`src/rtl/lsu_pkg.sv`:
```
// Shared encodings for the MEM-stage load/store unit: funct3 codes, FSM states,
// datapath widths and the latched bus-request record.
package lsu_pkg;

  localparam int REG_BUS       = 32;
  localparam int REG_ADDR_BUS  = 5;
  localparam int CSR_ADDR_BUS  = 12;
  localparam int INST_ADDR_BUS = 32;

  localparam logic [2:0] F3_LB  = 3'b000;
  localparam logic [2:0] F3_LH  = 3'b001;
  localparam logic [2:0] F3_LW  = 3'b010;
  localparam logic [2:0] F3_LBU = 3'b100;
  localparam logic [2:0] F3_LHU = 3'b101;
  localparam logic [2:0] F3_SB  = 3'b000;
  localparam logic [2:0] F3_SH  = 3'b001;
  localparam logic [2:0] F3_SW  = 3'b010;

  localparam logic [1:0] S_IDLE = 2'd0;
  localparam logic [1:0] S_REQ  = 2'd1;
  localparam logic [1:0] S_RESP = 2'd2;

  typedef struct packed {
    logic                we;
    logic [REG_BUS-1:0]  addr;
    logic [3:0]          be;
    logic [REG_BUS-1:0]  wdata;
  } dmem_req_t;

endpackage

```
`src/rtl/lsu_if.sv`:
```
// Data-memory req/gnt/rvalid bus. master = LSU side, slave = memory side.
interface lsu_if #(
  parameter int AW = 32,
  parameter int DW = 32
);
  logic          req;
  logic          we;
  logic [AW-1:0] addr;
  logic [3:0]    be;
  logic [DW-1:0] wdata;
  logic          gnt;
  logic          rvalid;
  logic [DW-1:0] rdata;

  modport master (output req, we, addr, be, wdata, input gnt, rvalid, rdata);
  modport slave  (input req, we, addr, be, wdata, output gnt, rvalid, rdata);
endinterface

```
`src/rtl/lsu_align.sv`:
```
// Combinational lane logic: store byte enables / lane replication, load
// extraction with sign/zero extension, and misalignment detection.
module lsu_align
  import lsu_pkg::*;
(
  input  logic [2:0]         op,
  input  logic [1:0]         lo,
  input  logic [REG_BUS-1:0] st_data,
  input  logic [REG_BUS-1:0] rdata,
  output logic [3:0]         be,
  output logic [REG_BUS-1:0] wdata,
  output logic [REG_BUS-1:0] ld_data,
  output logic               misalign
);
  logic [7:0]  ld_b;
  logic [15:0] ld_h;
  logic        sext;

  always_comb begin
    be    = 4'hf;
    wdata = st_data;
    case (op[1:0])
      2'b00: begin
        be    = 4'b0001 << lo;
        wdata = {4{st_data[7:0]}};
      end
      2'b01: begin
        be    = 4'b0011 << lo;
        wdata = {2{st_data[15:0]}};
      end
      default: ;
    endcase
  end

  always_comb begin
    ld_b = rdata[7:0];
    case (lo)
      2'd1: ld_b = rdata[15:8];
      2'd2: ld_b = rdata[23:16];
      2'd3: ld_b = rdata[31:24];
      default: ;
    endcase
    ld_h = lo[1] ? rdata[31:16] : rdata[15:0];
    // funct3[2] set selects the unsigned variants
    sext = ~op[2];
    case (op[1:0])
      2'b00:   ld_data = {{24{sext & ld_b[7]}}, ld_b};
      2'b01:   ld_data = {{16{sext & ld_h[15]}}, ld_h};
      default: ld_data = rdata;
    endcase
  end

  assign misalign = ((op[1:0] == 2'b01) & lo[0]) |
                    ((op[1:0] == 2'b10) & (lo != 2'b00));

endmodule

```
`src/rtl/lsu.sv`:
```
// MEM stage: drives the data bus for loads/stores, stalls the pipe while a
// transaction is outstanding and forwards rd/CSR/instret fields to mem_wb.
module lsu
  import lsu_pkg::*;
#(
  parameter int DW = 32,
  parameter int AW = 32
) (
  input  logic                     clk,
  input  logic                     rstn,
  input  logic                     valid_i,
  input  logic [31:0]              inst_i,
  input  logic [INST_ADDR_BUS-1:0] instaddr_i,
  input  logic                     mem_rd_i,
  input  logic                     mem_wr_i,
  input  logic [2:0]               mem_op_i,
  input  logic                     regs_wen_i,
  input  logic [REG_ADDR_BUS-1:0]  rd_addr_i,
  input  logic [DW-1:0]            rd_data_i,
  input  logic [DW-1:0]            st_data_i,
  input  logic                     csr_wen_i,
  input  logic [CSR_ADDR_BUS-1:0]  csr_wr_addr_i,
  input  logic [DW-1:0]            csr_wr_data_i,
  input  logic                     instret_incr_i,
  input  logic                     flush_i,
  output logic [31:0]              inst_o,
  output logic [INST_ADDR_BUS-1:0] instaddr_o,
  output logic                     regs_wen_o,
  output logic [REG_ADDR_BUS-1:0]  rd_addr_o,
  output logic [DW-1:0]            rd_data_o,
  output logic                     csr_wen_o,
  output logic [CSR_ADDR_BUS-1:0]  csr_wr_addr_o,
  output logic [DW-1:0]            csr_wr_data_o,
  output logic                     instret_incr_o,
  output logic                     stall_o,
  output logic                     misalign_o,
  lsu_if.master                    dmem
);

  logic [1:0]   state, state_nxt;
  dmem_req_t    lat_q;
  logic [2:0]   op_q;
  logic [1:0]   lo_q;
  logic         ld_q;
  logic         kill_q;

  logic         idle, mem_acc, start, mis, req_c, stall_c, commit;
  logic [2:0]   op_sel;
  logic [1:0]   lo_sel;
  logic [3:0]   be_c;
  logic [DW-1:0] wdata_c, ld_fmt;
  logic         mis_c;

  assign idle    = (state == S_IDLE);
  assign mem_acc = valid_i & (mem_rd_i | mem_wr_i) & ~flush_i;
  // Once a request is out, lane logic runs off the latched op/offset
  assign op_sel  = idle ? mem_op_i : op_q;
  assign lo_sel  = idle ? rd_data_i[1:0] : lo_q;

  lsu_align u_align (
    .op       (op_sel),
    .lo       (lo_sel),
    .st_data  (st_data_i),
    .rdata    (dmem.rdata),
    .be       (be_c),
    .wdata    (wdata_c),
    .ld_data  (ld_fmt),
    .misalign (mis_c)
  );

  assign mis   = ~rstn & idle & mem_acc & mis_c;
  assign start = idle & mem_acc & ~mis_c;

  always_comb begin
    state_nxt = state;
    req_c     = 1'b0;
    stall_c   = 1'b0;
    case (state)
      S_IDLE: if (start) begin
        req_c     = 1'b1;
        stall_c   = 1'b1;
        state_nxt = dmem.gnt ? S_RESP : S_REQ;
      end
      S_REQ: begin
        req_c   = 1'b1;
        stall_c = 1'b1;
        if (dmem.gnt) state_nxt = S_RESP;
      end
      S_RESP: begin
        stall_c = ~dmem.rvalid;
        if (dmem.rvalid) state_nxt = S_IDLE;
      end
      default: state_nxt = S_IDLE;
    endcase
  end

  always_ff @(posedge clk or posedge rstn) begin
    if (rstn) begin
      state  <= S_IDLE;
      lat_q  <= '0;
      op_q   <= '0;
      lo_q   <= '0;
      ld_q   <= 1'b0;
      kill_q <= 1'b0;
    end else begin
      state <= state_nxt;
      if (start) begin
        lat_q  <= '{we: mem_wr_i, addr: {rd_data_i[AW-1:2], 2'b00}, be: be_c, wdata: wdata_c};
        op_q   <= mem_op_i;
        lo_q   <= rd_data_i[1:0];
        ld_q   <= mem_rd_i;
        kill_q <= 1'b0;
      end else if (!idle) begin
        // A flush seen mid-transaction must outlive the flush pulse itself
        kill_q <= (state_nxt == S_IDLE) ? 1'b0 : (kill_q | flush_i);
      end
    end
  end

  assign dmem.req   = req_c & ~rstn;
  assign dmem.we    = idle ? mem_wr_i : lat_q.we;
  assign dmem.addr  = idle ? {rd_data_i[AW-1:2], 2'b00} : lat_q.addr;
  assign dmem.be    = idle ? be_c : lat_q.be;
  assign dmem.wdata = idle ? wdata_c : lat_q.wdata;

  assign stall_o    = stall_c & ~rstn;
  assign misalign_o = mis;

  // Only the final (non-stalled) cycle may retire, and never a killed one
  assign commit = ~rstn & valid_i & ~flush_i & ~kill_q & ~mis & ~stall_c;

  assign inst_o         = inst_i;
  assign instaddr_o     = instaddr_i;
  assign rd_addr_o      = rd_addr_i;
  assign csr_wr_addr_o  = csr_wr_addr_i;
  assign csr_wr_data_o  = csr_wr_data_i;
  assign rd_data_o      = ((state == S_RESP) && ld_q) ? ld_fmt : rd_data_i;
  assign regs_wen_o     = regs_wen_i & commit;
  assign csr_wen_o      = csr_wen_i & commit;
  assign instret_incr_o = instret_incr_i & commit;

endmodule
```
`src/flat_wrapper.sv`:
```
// flat-port wrapper written by rule: the top's interface ports become plain ports
module lsu_flat import lsu_pkg::*;
#(
  parameter int DW = 32,
  parameter int AW = 32
)
  (clk, rstn, valid_i, inst_i, instaddr_i, mem_rd_i, mem_wr_i, mem_op_i, regs_wen_i, rd_addr_i, rd_data_i, st_data_i, csr_wen_i, csr_wr_addr_i, csr_wr_data_i, instret_incr_i, flush_i, inst_o, instaddr_o, regs_wen_o, rd_addr_o, rd_data_o, csr_wen_o, csr_wr_addr_o, csr_wr_data_o, instret_incr_o, stall_o, misalign_o, dmem_req, dmem_we, dmem_addr, dmem_be, dmem_wdata, dmem_gnt, dmem_rvalid, dmem_rdata);
  lsu_if #(.AW(AW), .DW(DW)) dmem_i ();
  input  logic clk;
  input  logic rstn;
  input  logic valid_i;
  input  logic [31:0] inst_i;
  input  logic [INST_ADDR_BUS-1:0] instaddr_i;
  input  logic mem_rd_i;
  input  logic mem_wr_i;
  input  logic [2:0] mem_op_i;
  input  logic regs_wen_i;
  input  logic [REG_ADDR_BUS-1:0] rd_addr_i;
  input  logic [DW-1:0] rd_data_i;
  input  logic [DW-1:0] st_data_i;
  input  logic csr_wen_i;
  input  logic [CSR_ADDR_BUS-1:0] csr_wr_addr_i;
  input  logic [DW-1:0] csr_wr_data_i;
  input  logic instret_incr_i;
  input  logic flush_i;
  output logic [31:0] inst_o;
  output logic [INST_ADDR_BUS-1:0] instaddr_o;
  output logic regs_wen_o;
  output logic [REG_ADDR_BUS-1:0] rd_addr_o;
  output logic [DW-1:0] rd_data_o;
  output logic csr_wen_o;
  output logic [CSR_ADDR_BUS-1:0] csr_wr_addr_o;
  output logic [DW-1:0] csr_wr_data_o;
  output logic instret_incr_o;
  output logic stall_o;
  output logic misalign_o;
  output wire logic [$bits(dmem_i.req)-1:0] dmem_req;
  output wire logic [$bits(dmem_i.we)-1:0] dmem_we;
  output wire logic [$bits(dmem_i.addr)-1:0] dmem_addr;
  output wire logic [$bits(dmem_i.be)-1:0] dmem_be;
  output wire logic [$bits(dmem_i.wdata)-1:0] dmem_wdata;
  input wire logic [$bits(dmem_i.gnt)-1:0] dmem_gnt;
  input wire logic [$bits(dmem_i.rvalid)-1:0] dmem_rvalid;
  input wire logic [$bits(dmem_i.rdata)-1:0] dmem_rdata;
  assign dmem_req = dmem_i.req;
  assign dmem_we = dmem_i.we;
  assign dmem_addr = dmem_i.addr;
  assign dmem_be = dmem_i.be;
  assign dmem_wdata = dmem_i.wdata;
  assign dmem_i.gnt = dmem_gnt;
  assign dmem_i.rvalid = dmem_rvalid;
  assign dmem_i.rdata = dmem_rdata;
  lsu #(.DW(DW), .AW(AW)) u_core (.clk(clk), .rstn(rstn), .valid_i(valid_i), .inst_i(inst_i), .instaddr_i(instaddr_i), .mem_rd_i(mem_rd_i), .mem_wr_i(mem_wr_i), .mem_op_i(mem_op_i), .regs_wen_i(regs_wen_i), .rd_addr_i(rd_addr_i), .rd_data_i(rd_data_i), .st_data_i(st_data_i), .csr_wen_i(csr_wen_i), .csr_wr_addr_i(csr_wr_addr_i), .csr_wr_data_i(csr_wr_data_i), .instret_incr_i(instret_incr_i), .flush_i(flush_i), .inst_o(inst_o), .instaddr_o(instaddr_o), .regs_wen_o(regs_wen_o), .rd_addr_o(rd_addr_o), .rd_data_o(rd_data_o), .csr_wen_o(csr_wen_o), .csr_wr_addr_o(csr_wr_addr_o), .csr_wr_data_o(csr_wr_data_o), .instret_incr_o(instret_incr_o), .stall_o(stall_o), .misalign_o(misalign_o), .dmem(dmem_i));
endmodule
```
`config.mk`:
```
export PLATFORM = sky130hd
export DESIGN_NAME = lsu_flat
export DESIGN_NICKNAME = d
export VERILOG_FILES = /design/src/rtl/lsu_pkg.sv /design/src/rtl/lsu_if.sv /design/src/rtl/lsu_align.sv /design/src/rtl/lsu.sv /design/src/flat_wrapper.sv
export SDC_FILE = /design/constraint.sdc
export NUM_CORES = 1
export LEC_CHECK = 0
export BUFFER_PORTS_ARGS = -buffer_cell sky130_fd_sc_hd__buf_2
export CORE_AREA = 4 4 171 173
export CTS_CLUSTER_SIZE = 30
export DETAILED_ROUTE_END_ITERATION = 8
export DIE_AREA = 0 0 175 177
export PLACE_DENSITY_LB_ADDON = 0.25
export SYNTH_ARGS = -nofsm -noshare
export SYNTH_HDL_FRONTEND = slang
export SYNTH_SLANG_ARGS = --single-unit
```
`constraint.sdc`:
```
create_clock -name clk -period 3.3 [get_ports clk]
set_clock_uncertainty 0.05 [all_clocks]
set_input_delay 0.66 -clock clk [delete_from_list [all_inputs] [get_ports clk]]
set_output_delay 0.66 -clock clk [all_outputs]
set_load 0.1 [all_outputs]
```
==> results of run 1 <==
==> through the flow <==
stage               hold slack [ns]  setup TNS (ns)  utilization, %
detailed placement            0.420          -0.340            29.6
finish                        0.432         -0.0528            32.1
CTS                           0.428          -0.399            31.4
floorplan                     0.400           -8.51               -
global placement              0.411          -0.221            29.6
global route                  0.430           -1.98            32.1
==> logic make-up (layout without fill, tap and decap cells) <==
group                  Yosys count  count (layout)
AO/OA/AOI/OAI                  128             128
buffers and inverters          167             285
other                            1               2
multiplexers                   101             101
flip-flops                      76              76
AND/OR/NAND/NOR                292             293
==> power by group through the flow <==
stage / Clock [mW] / Combinational, mW / Sequential [mW]
floorplan: 0 / 5.31 / 1.59
global placement: 0 / 6.46 / 1.64
detailed placement: 0 / 6.47 / 1.66
CTS: 1.10 / 6.59 / 1.66
global route: 1.12 / 6.98 / 1.72
finish: 1.06 / 6.65 / 1.67
==> tightest hold or removal path, delay by kind of cell (launching register included) <==
kind | cells | cell delay [ns]
AO/OA/AOI/OAI | 1 | 0.06
AND/OR/NAND/NOR | 1 | 0.04
flip-flops | 1 | 0.34
==> placed cells by master, fill, tap and decap left out, types with 3 or more instances in the layout <==
master,instances
a221oi_2,5
nor3_1,3
mux2i_1,37
a21oi_4,26
o21ai_1,8
buf_8,4
a221oi_4,4
buf_12,61
nand2_1,220
buf_2,156
a21oi_1,6
mux2_2,11
clkbuf_16,9
a22o_1,3
and2_1,3
mux2i_4,5
o221ai_1,3
o21ai_4,4
nor2_1,36
mux2i_2,3
buf_4,42
dfrtp_1,74
o21ai_2,13
nor2b_1,5
mux2_1,45
nand3b_1,3
nand3_1,3
o21ai_0,38
==> per-layer routing <==
layer | share of wire (%) | wire (um)
met4 | 3.7 | 923
met2 | 50 | 12400
met5 | 0.085 | 21
met1 | 39 | 9730
met3 | 6.9 | 1710
==> state kept, by name (all words and copies together), names as in the netlist <==
signal / count
u_core.lat_q: 67
u_core.ld_q: 1
u_core.op_q: 3
u_core.lo_q: 2
u_core.kill_q: 1
u_core.state: 2
==> area by class of cell <==
cell class                 instances  area [sq um]
clock buffer                      10           229
timing repair buffer             266          2430
clock inverter                     6          73.8
inverter                           3          12.5
fill                            2944         18800
sequential                        76          1900
multi-input combinational        524          3750
tap                              378           473
==> worst paths after layout <==
| kind | start | to | slack, ns |
|---|---|---|---|
| setup / recovery | u_core.state[1] | rd_data_o[27] | -0.03 |
| hold / removal | u_core.lat_q[9] | u_core.lat_q[9] | 0.43 |
| setup reg to reg | u_core.state[1] | u_core.lat_q[44] | 0.36 |
| hold reg to reg | u_core.lat_q[9] | u_core.lat_q[9] | 0.43 |
| max in group asynchronous | rstn | u_core.state[0] | 2.05 |
| min in group asynchronous | rstn | u_core.kill_q | 0.44 |
==> what timing repair did <==
action | 4_1_cts | 5_1_grt
cloned | 1 | 1
gates resized for setup | 25 | 30
buffers inserted | 6 | 5
endpoints found under the setup margin | 43 | 45
pin swaps | 3 | 6
hold buffers | 0 | 0
==> impl_metrics.py, run 1 <==
metrics = {
    "logic_synthesis": {
        "synth_top_family_by_area": "simple AND/OR/NAND/NOR gates",
        "netlist_top_cells_area": "dfrtp_1 31%, buf_4 15%, nand2_1 13%",
        "async_flop_share_pct": 100,
        "synth.distinct_cells": 53,
        "synth_compound_area_share_pct": 12.9,
        "syn_area_per_cell_sq_um": 8.03,
        "synth-xor-area-share_pct": 0,
        "synthCells": 765,
        "yosysWarnings": 0,
        "muxShareOfSynthArea_pct": 17.9,
        "yosysMostFrequentCell": "nand2_1",
        "yosysTopAreaCell": "dfrtp_1",
        "yosysSeqAreaShare_pct": 31.0,
        "yosys.area_share.adder_pct": 0,
        "netlist_area_sq_um": 6140,
        "synth_top_cell_area_share_pct": 31.0,
        "synth_edf_count": 0,
        "synth_common_cells": "220 x nand2_1, 122 x buf_4, 76 x dfrtp_1",
        "ys.flop_type": "dfrtp_1",
        "yosys.area_share.simple_pct": 19.6,
        "synth-seq-cells": 76,
    },
    "worst_setup_path": {
        "slowest_delay_ns": 0.47,
        "worstPathRequired_ns": 2.59,
        "cpLargestDelayFamily": "simple AND/OR/NAND/NOR gates",
        "rr_worst_depth": 10,
        "slowest_stage": "dfrtp_2",
        "crit_top_cell": "buf_12",
        "crit_path_max_fanout": 8,
        "cp.depth": 8,
        "critPathCaptureType": "output pin",
        "critPathArrivalTime_ns": 2.62,
        "cp_cell_sequence": "or2_2 -> mux2i_2 -> o21ai_2 -> a211o_1 -> nor3b_4 -> buf_12 -> a21oi_4 -> buf_12",
        "critPathBufInv": 2,
        "crit_type": "reg -> out",
        "start_kind": "flip-flop",
    },
    "pwr": {
        "intPower_mw": 3.95,
        "p_switching_mw": 5.42,
        "power.total_mw": 9.37,
        "netSwitchingFraction_pct": 57.8,
        "p_clk_share_pct": 11.3,
        "seq_power_share_pct": 17.8,
        "powerDensity_nw_per_um2": 1060,
        "p_leak_nw": 4.09,
        "p_comb_share_pct": 70.9,
        "ir_worst_vdd_uv": 755,
    },
    "sta": {
        "finalHoldViolCount": 0,
        "relSlewSlack_pct": 52.2,
        "fin_ws_ns": -0.0251,
        "min_period_ns": 3.33,
        "max_clock_freq_mhz": 301,
        "setup_viol": 7,
        "worstMarginPinSlew_ns": 0.716,
        "grt_setup_unrepaired": "true",
        "layout_worst_path_cycle_share_pct": 101,
        "slew_violations": 0,
    },
    "worst_hold_path": {
        "min_path_cells": 2,
        "hold_path.class": "reg -> reg",
    },
    "global_route": {
        "met1_usage_pct": 17.9,
        "grt_max_degree": 42,
        "antenna_found_initial": 2,
        "first_global_vias": 5782,
        "grt-busiest-layer": "met2",
        "use_met2_pct": 27.0,
        "use_met3_pct": 5.11,
        "grt_pass1_wl_mm": 36.7,
        "grt.total_usage_pct": 15.6,
        "grt_overflow": 0,
    },
    "placement": {
        "post-dp-hpwl_mm": 19.6,
        "place_inst": 1235,
        "dpl_cell_area_sq_um": 8180,
        "place_congestion": 0.795,
        "pre_cts_ws_ns": -0.109,
        "numPortBuffers": 214,
    },
    "die": {
        "die_w_um": 175,
        "start_util_pct": 22.2,
        "io_pins": 443,
        "core-area_sq_um": 27600,
        "dieHeight_um": 177,
        "die-area_sq_um": 31000,
        "row_count": 61,
    },
    "clock_network": {
        "cts_tree": "done",
        "cts_root_buf": "clkbuf_16",
        "clk_latency_ns": 0.35,
        "cts-htree-levels": 3,
        "clock-sinks": 76,
        "clockBufferDepth": 2,
        "numCtsBuffers": 9,
        "clkTransAtPathRegs_ns": 0.07,
    },
    "drt": {
        "vias_per_cell": 4.41,
        "drtIter0Drc": 331,
        "routedWlPerCell_um": 19.6,
        "drt_wl_total_mm": 24.8,
        "ant_nets": 0,
        "vias": 5574,
        "drt-pass1-iter-count": 4,
        "drc_errors": 0,
    },
    "layout": {
        "stdcell_count": 1263,
        "design_area_sq_um": 8870,
        "syn2layout_area_growth_pct": 44.4,
        "diodes": 0,
        "drive_above_1_share_pct": 42.7,
        "nets": 1103,
    },
    "status": {
        "violations": "negative setup slack",
        "status": "finished, violations left",
    },
    "flow_run": {
        "maxCapViolations": 0,
    },
}
(Power assumes the default switching activity.)
==> run 2: changes to the inputs <==
CORE_AREA = 2 2 174 176   (was 4 4 171 173)
DIE_AREA = 0 0 176 178   (was 0 0 175 177)
==> impl_metrics.py, run 2 (same netlist as run 1, synthesis figures left out) <==
metrics = {
    "layout": {
        "final_cell_mix": "218 x nand2_1, 155 x buf_2, 74 x dfrtp_1",
        "layout_commonest_cell": "nand2_1",
        "reg_top3": "u_core.lat_q: 67 flops, u_core.op_q: 3 flops",
        "largest-register": "u_core.lat_q",
        "largest_reg_flops": 67,
        "fill_cells": 3075,
        "syn2layout_area_growth_pct": 46.4,
        "drive_above_1_share_pct": 43.5,
        "nets": 1116,
    },
    "pwr": {
        "p_clk_share_pct": 11.2,
        "p_switching_mw": 5.44,
        "intPower_mw": 4.09,
        "seq_power_share_pct": 17.5,
        "power.total_mw": 9.53,
        "ir_worst_vdd_uv": 609,
        "p_leak_nw": 4.19,
        "powerDensity_nw_per_um2": 1060,
        "netSwitchingFraction_pct": 57.1,
        "p_comb_share_pct": 71.4,
    },
    "worst_hold_path": {
        "min_path_cells": 2,
        "hold_path.startpoint": "u_core.lat_q[14]",
        "hold_path.class": "reg -> reg",
        "hold_end": "u_core.lat_q[14]",
    },
    "die": {
        "dieHeight_um": 178,
        "row_count": 63,
        "die-area_sq_um": 31300,
        "die_w_um": 176,
        "start_util_pct": 20.9,
        "core-area_sq_um": 29400,
        "io_pins": 443,
    },
    "worst_setup_path": {
        "rr_worst_depth": 10,
        "critPathArrivalTime_ns": 2.68,
        "start_kind": "flip-flop",
        "crit_path_max_fanout": 8,
        "reg2reg_slack_ns": 0.19,
        "critPathCaptureType": "output pin",
        "worstPathRequired_ns": 2.59,
        "r2r_end": "u_core.lo_q[0]",
        "r2r-start": "u_core.state[1]",
        "crit_type": "reg -> out",
    },
    "drt": {
        "drt_wl_total_mm": 25.4,
        "ant_nets": 0,
        "vias_per_cell": 4.40,
        "drc_errors": 0,
        "vias": 5677,
        "drt-pass1-iter-count": 4,
        "drtIter0Drc": 251,
        "routedWlPerCell_um": 19.7,
    },
    "global_route": {
        "grt_pass1_wl_mm": 37.1,
        "antenna_found_initial": 1,
        "grt_overflow": 0,
        "first_global_vias": 5872,
        "grt_max_degree": 79,
        "grt.total_usage_pct": 15.9,
    },
    "clock_network": {
        "cts-htree-levels": 3,
        "clock-sinks": 76,
        "clkTransAtPathRegs_ns": 0.06,
        "clk_latency_ns": 0.35,
        "cts_root_buf": "clkbuf_16",
        "numCtsBuffers": 9,
        "cts_tree": "done",
        "postCtsHoldBufs": 0,
        "clockBufferDepth": 2,
    },
    "sta": {
        "holdWs_ns": 0.430,
        "layout_worst_path_cycle_share_pct": 103,
        "max_clock_freq_mhz": 295,
        "finalHoldViolCount": 0,
        "min_period_ns": 3.39,
        "worstMarginPinSlew_ns": 0.866,
        "relSlewSlack_pct": 42.3,
        "setup_viol": 24,
        "fin_ws_ns": -0.0930,
        "slew_violations": 0,
        "grt_setup_unrepaired": "true",
    },
    "placement": {
        "post-dp-hpwl_mm": 19.7,
        "numPortBuffers": 214,
        "place_congestion": 0.774,
    },
    "status": {
        "violations": "negative setup slack",
        "status": "finished, violations left",
    },
    "flow_run": {
        "maxCapViolations": 0,
    },
}
-- run 2: cell types whose count changed in the layout (fill, tap and decap cells not counted), moves of 4 or more --
cell / before / now
buf_4: 42 / 51
a221oi_4: 4 / 0
buf_12: 61 / 66
buf_8: 4 / 0
-- run 2: cell type report --
| class | count | area, sq um | area share, % |
|---|---|---|---|
| multi-input combinational | 524 | 3670 | 40.8 |
| tap | 390 | 488 | 5.43 |
| antenna | 1 | 2.50 | 0.0278 |
| inverter | 3 | 12.5 | 0.139 |
| timing repair buffer | 279 | 2610 | 29.0 |
| clock inverter | 5 | 60.1 | 0.668 |
| clock buffer | 11 | 243 | 2.70 |
| sequential | 76 | 1900 | 21.2 |
-- run 2: repair_timing --
item                                    CTS  global route
endpoints found under the setup margin   43            44
resized for setup                        27            23
pin swaps                                 9             3
gates cloned                              2             1
setup buffers                            16             4
-- run 2: stage by stage --
step	utilization (%)	TNS [ns]	cell area (sq um)	instances	setup slack (ns)
3_5_place_dp	28.0	-0.0960	8220	1249	-0.0813
6_report	30.6	-1.50	8990	1289	-0.0930
5_1_grt	30.6	-4.19	8990	1288	-0.171
4_1_cts	30.1	-1.39	8850	1283	-0.103
2_1_floorplan	-	-8.51	6530	766	-0.751
3_3_place_gp	28.0	-0.0131	8220	1249	-0.0131
-- run 2: power groups by stage --
| stage | sequential (mW) | clock [mW] | combinational, mW |
|---|---|---|---|
| after floorplan | 1.59 | 0 | 5.31 |
| after global placement | 1.65 | 0 | 6.50 |
| after detailed placement | 1.66 | 0 | 6.51 |
| after CTS | 1.66 | 1.10 | 6.77 |
| after global routing | 1.73 | 1.13 | 7.13 |
| final | 1.67 | 1.06 | 6.80 |
-- run 2: worst max-delay path: stages (launching register included) --
cell     delay [ns]
dfrtp_2        0.47
or4_4          0.56
o31ai_4        0.09
o21ai_2        0.09
a211o_1        0.29
nor3b_4        0.16
buf_12         0.15
buf_16         0.16
a21oi_4        0.16
buf_12         0.19
-- run 2: worst max-delay path by stage --
| stage | to | depth (start not counted) | start |
|---|---|---|---|
| floorplan | dmem_wdata[17] | 6 | u_core.state[0] |
| global placement | rd_data_o[5] | 8 | mem_op_i[0] |
| detailed placement | rd_data_o[5] | 8 | mem_op_i[0] |
| CTS | rd_data_o[30] | 9 | u_core.state[1] |
| global route | stall_o | 9 | u_core.state[1] |
| finish | rd_data_o[26] | 9 | u_core.state[0] |
-- run 2: metal layers --
metal	share of wire (%)	GRT usage [%]	up-vias
li1	-	-	2701
met5	0	0	-
met1	38	17.8	2662
met3	7.1	4.82	94
met2	50	27.7	220
met4	4.6	7.71	0
==> run 3: changes to the inputs <==
SKIP_CTS_REPAIR_TIMING = 1   (was not set)
SLEW_MARGIN = 5   (was not set)
==> impl_metrics.py, run 3 (same netlist as run 1, synthesis figures left out) <==
metrics = {
    "status": {
        "status": "finished, violations left",
        "violations": "negative setup slack",
    },
    "pwr": {
        "p_leak_nw": 4.13,
        "powerDensity_nw_per_um2": 1060,
        "ir_worst_vdd_uv": 609,
    },
    "layout": {
        "largest_reg_flops": 67,
        "stdcell_count": 1284,
        "nets": 1111,
        "reg_top3": "u_core.lat_q: 67 flops, u_core.op_q: 3 flops",
        "drive_above_1_share_pct": 42.9,
        "fin_util_pct": 30.2,
        "largest-register": "u_core.lat_q",
        "layout_commonest_cell": "nand2_1",
        "final_cell_mix": "220 x nand2_1, 155 x buf_2, 74 x dfrtp_1",
        "syn2layout_area_growth_pct": 44.5,
    },
    "clock_network": {
        "numCtsBuffers": 9,
        "cts_root_buf": "clkbuf_16",
        "clk_latency_ns": 0.35,
        "cts_tree": "done",
        "clockBufferDepth": 2,
        "clock-sinks": 76,
        "clkTransAtPathRegs_ns": 0.06,
        "cts-htree-levels": 3,
    },
    "placement": {
        "numPortBuffers": 214,
        "place_congestion": 0.774,
        "place_inst": 1249,
        "post-dp-hpwl_mm": 19.7,
    },
    "sta": {
        "grt_setup_unrepaired": "true",
        "max_clock_freq_mhz": 298,
        "slew_violations": 0,
        "relSlewSlack_pct": 42.8,
        "layout_worst_path_cycle_share_pct": 102,
        "min_period_ns": 3.35,
        "fin_ws_ns": -0.0549,
        "setup_viol": 20,
        "finalHoldViolCount": 0,
        "tns_ns": -0.604,
        "worstMarginPinSlew_ns": 0.858,
    },
    "worst_setup_path": {
        "rr_worst_depth": 9,
        "critPathArrivalTime_ns": 2.64,
        "crit_path_max_fanout": 11,
        "critPathCaptureType": "output pin",
        "start_kind": "flip-flop",
        "r2r_end": "u_core.lat_q[7]",
        "r2r-start": "u_core.state[0]",
        "crit_type": "reg -> out",
        "reg2reg_slack_ns": 0.31,
        "worstPathRequired_ns": 2.59,
    },
    "global_route": {
        "first_global_vias": 5723,
        "antenna_found_initial": 1,
        "grt_overflow": 0,
        "grt_max_degree": 79,
        "grt.total_usage_pct": 15.5,
        "grt_pass1_wl_mm": 36.2,
    },
    "drt": {
        "drt_wl_total_mm": 25.1,
        "vias": 5637,
        "drc_errors": 0,
        "drt-pass1-iter-count": 4,
        "drtIter0Drc": 291,
        "routedWlPerCell_um": 19.5,
        "vias_per_cell": 4.39,
        "ant_nets": 0,
    },
    "worst_hold_path": {
        "hold_path.startpoint": "u_core.lat_q[14]",
        "hold_path.class": "reg -> reg",
        "hold_end": "u_core.lat_q[14]",
        "min_path_cells": 2,
    },
    "flow_run": {
        "maxCapViolations": 0,
    },
    "die": {
        "io_pins": 443,
        "die_w_um": 176,
        "core-area_sq_um": 29400,
        "row_count": 63,
        "dieHeight_um": 178,
        "start_util_pct": 20.9,
        "die-area_sq_um": 31300,
    },
}
==> run 3: changes by cell type in the layout (fill, tap and decap cells not counted), sizes merged <==
cell    change
buf         -4
bufbuf      -1
clkbuf      +1
or2         -1
==> run 3: worst max-delay path: stages, from the launching register on <==
cell	delay, ns
dfrtp_2	0.46
or2_4	0.36
mux2i_4	0.24
buf_4	0.16
or3_1	0.40
nand3b_1	0.21
buf_4	0.19
a31oi_4	0.09
buf_12	0.18
==> run 3: final cells by class <==
cell class	instances	area (sq um)
fill	3077	20500
multi-input combinational	523	3640
timing repair buffer	275	2520
sequential	76	1900
tap	390	488
clock buffer	11	243
clock inverter	5	60.1
inverter	3	12.5
antenna	1	2.50
==> run 3: metrics by stage <==
| stage | area, sq um | hold slack [ns] | power [mW] | setup slack, ns |
|---|---|---|---|---|
| 2_1_floorplan | 6530 | 0.400 | 6.90 | -0.751 |
| 3_3_place_gp | 8220 | 0.412 | 8.15 | -0.0131 |
| 3_5_place_dp | 8220 | 0.420 | 8.17 | -0.0813 |
| 4_1_cts | 8530 | 0.425 | 9.27 | -0.331 |
| 5_1_grt | 8870 | 0.432 | 9.87 | -0.163 |
| 6_report | 8880 | 0.430 | 9.42 | -0.0549 |
==> run 3: report_power, final <==
part | switching (mW) | total (mW) | internal [mW]
registers | 0.270 | 1.66 | 1.39
clock network | 0.451 | 1.06 | 0.611
logic | 4.68 | 6.70 | 2.01
total | 5.40 | 9.42 | 4.01
==> run 3: how the worst max path moves through the flow <==
stage / startpoint / endpoint / slack, ns / cells past startpoint
detailed placement: mem_op_i[0] / rd_data_o[5] / -0.08 / 8
finish: u_core.state[0] / stall_o / -0.05 / 8
floorplan: u_core.state[0] / dmem_wdata[17] / -0.75 / 6
global placement: mem_op_i[0] / rd_data_o[5] / -0.01 / 8
global route: u_core.state[0] / stall_o / -0.16 / 8
CTS: u_core.state[1] / rd_data_o[5] / -0.33 / 10
==> run 3: routing by layer <==
metal	vias to the layer above	share of wire, %	GRT usage [%]
met3	91	7.0	4.77
met1	2657	38	17.3
met4	0	4.5	7.54
li1	2692	-	-
met2	197	50	26.9
met5	-	0	0
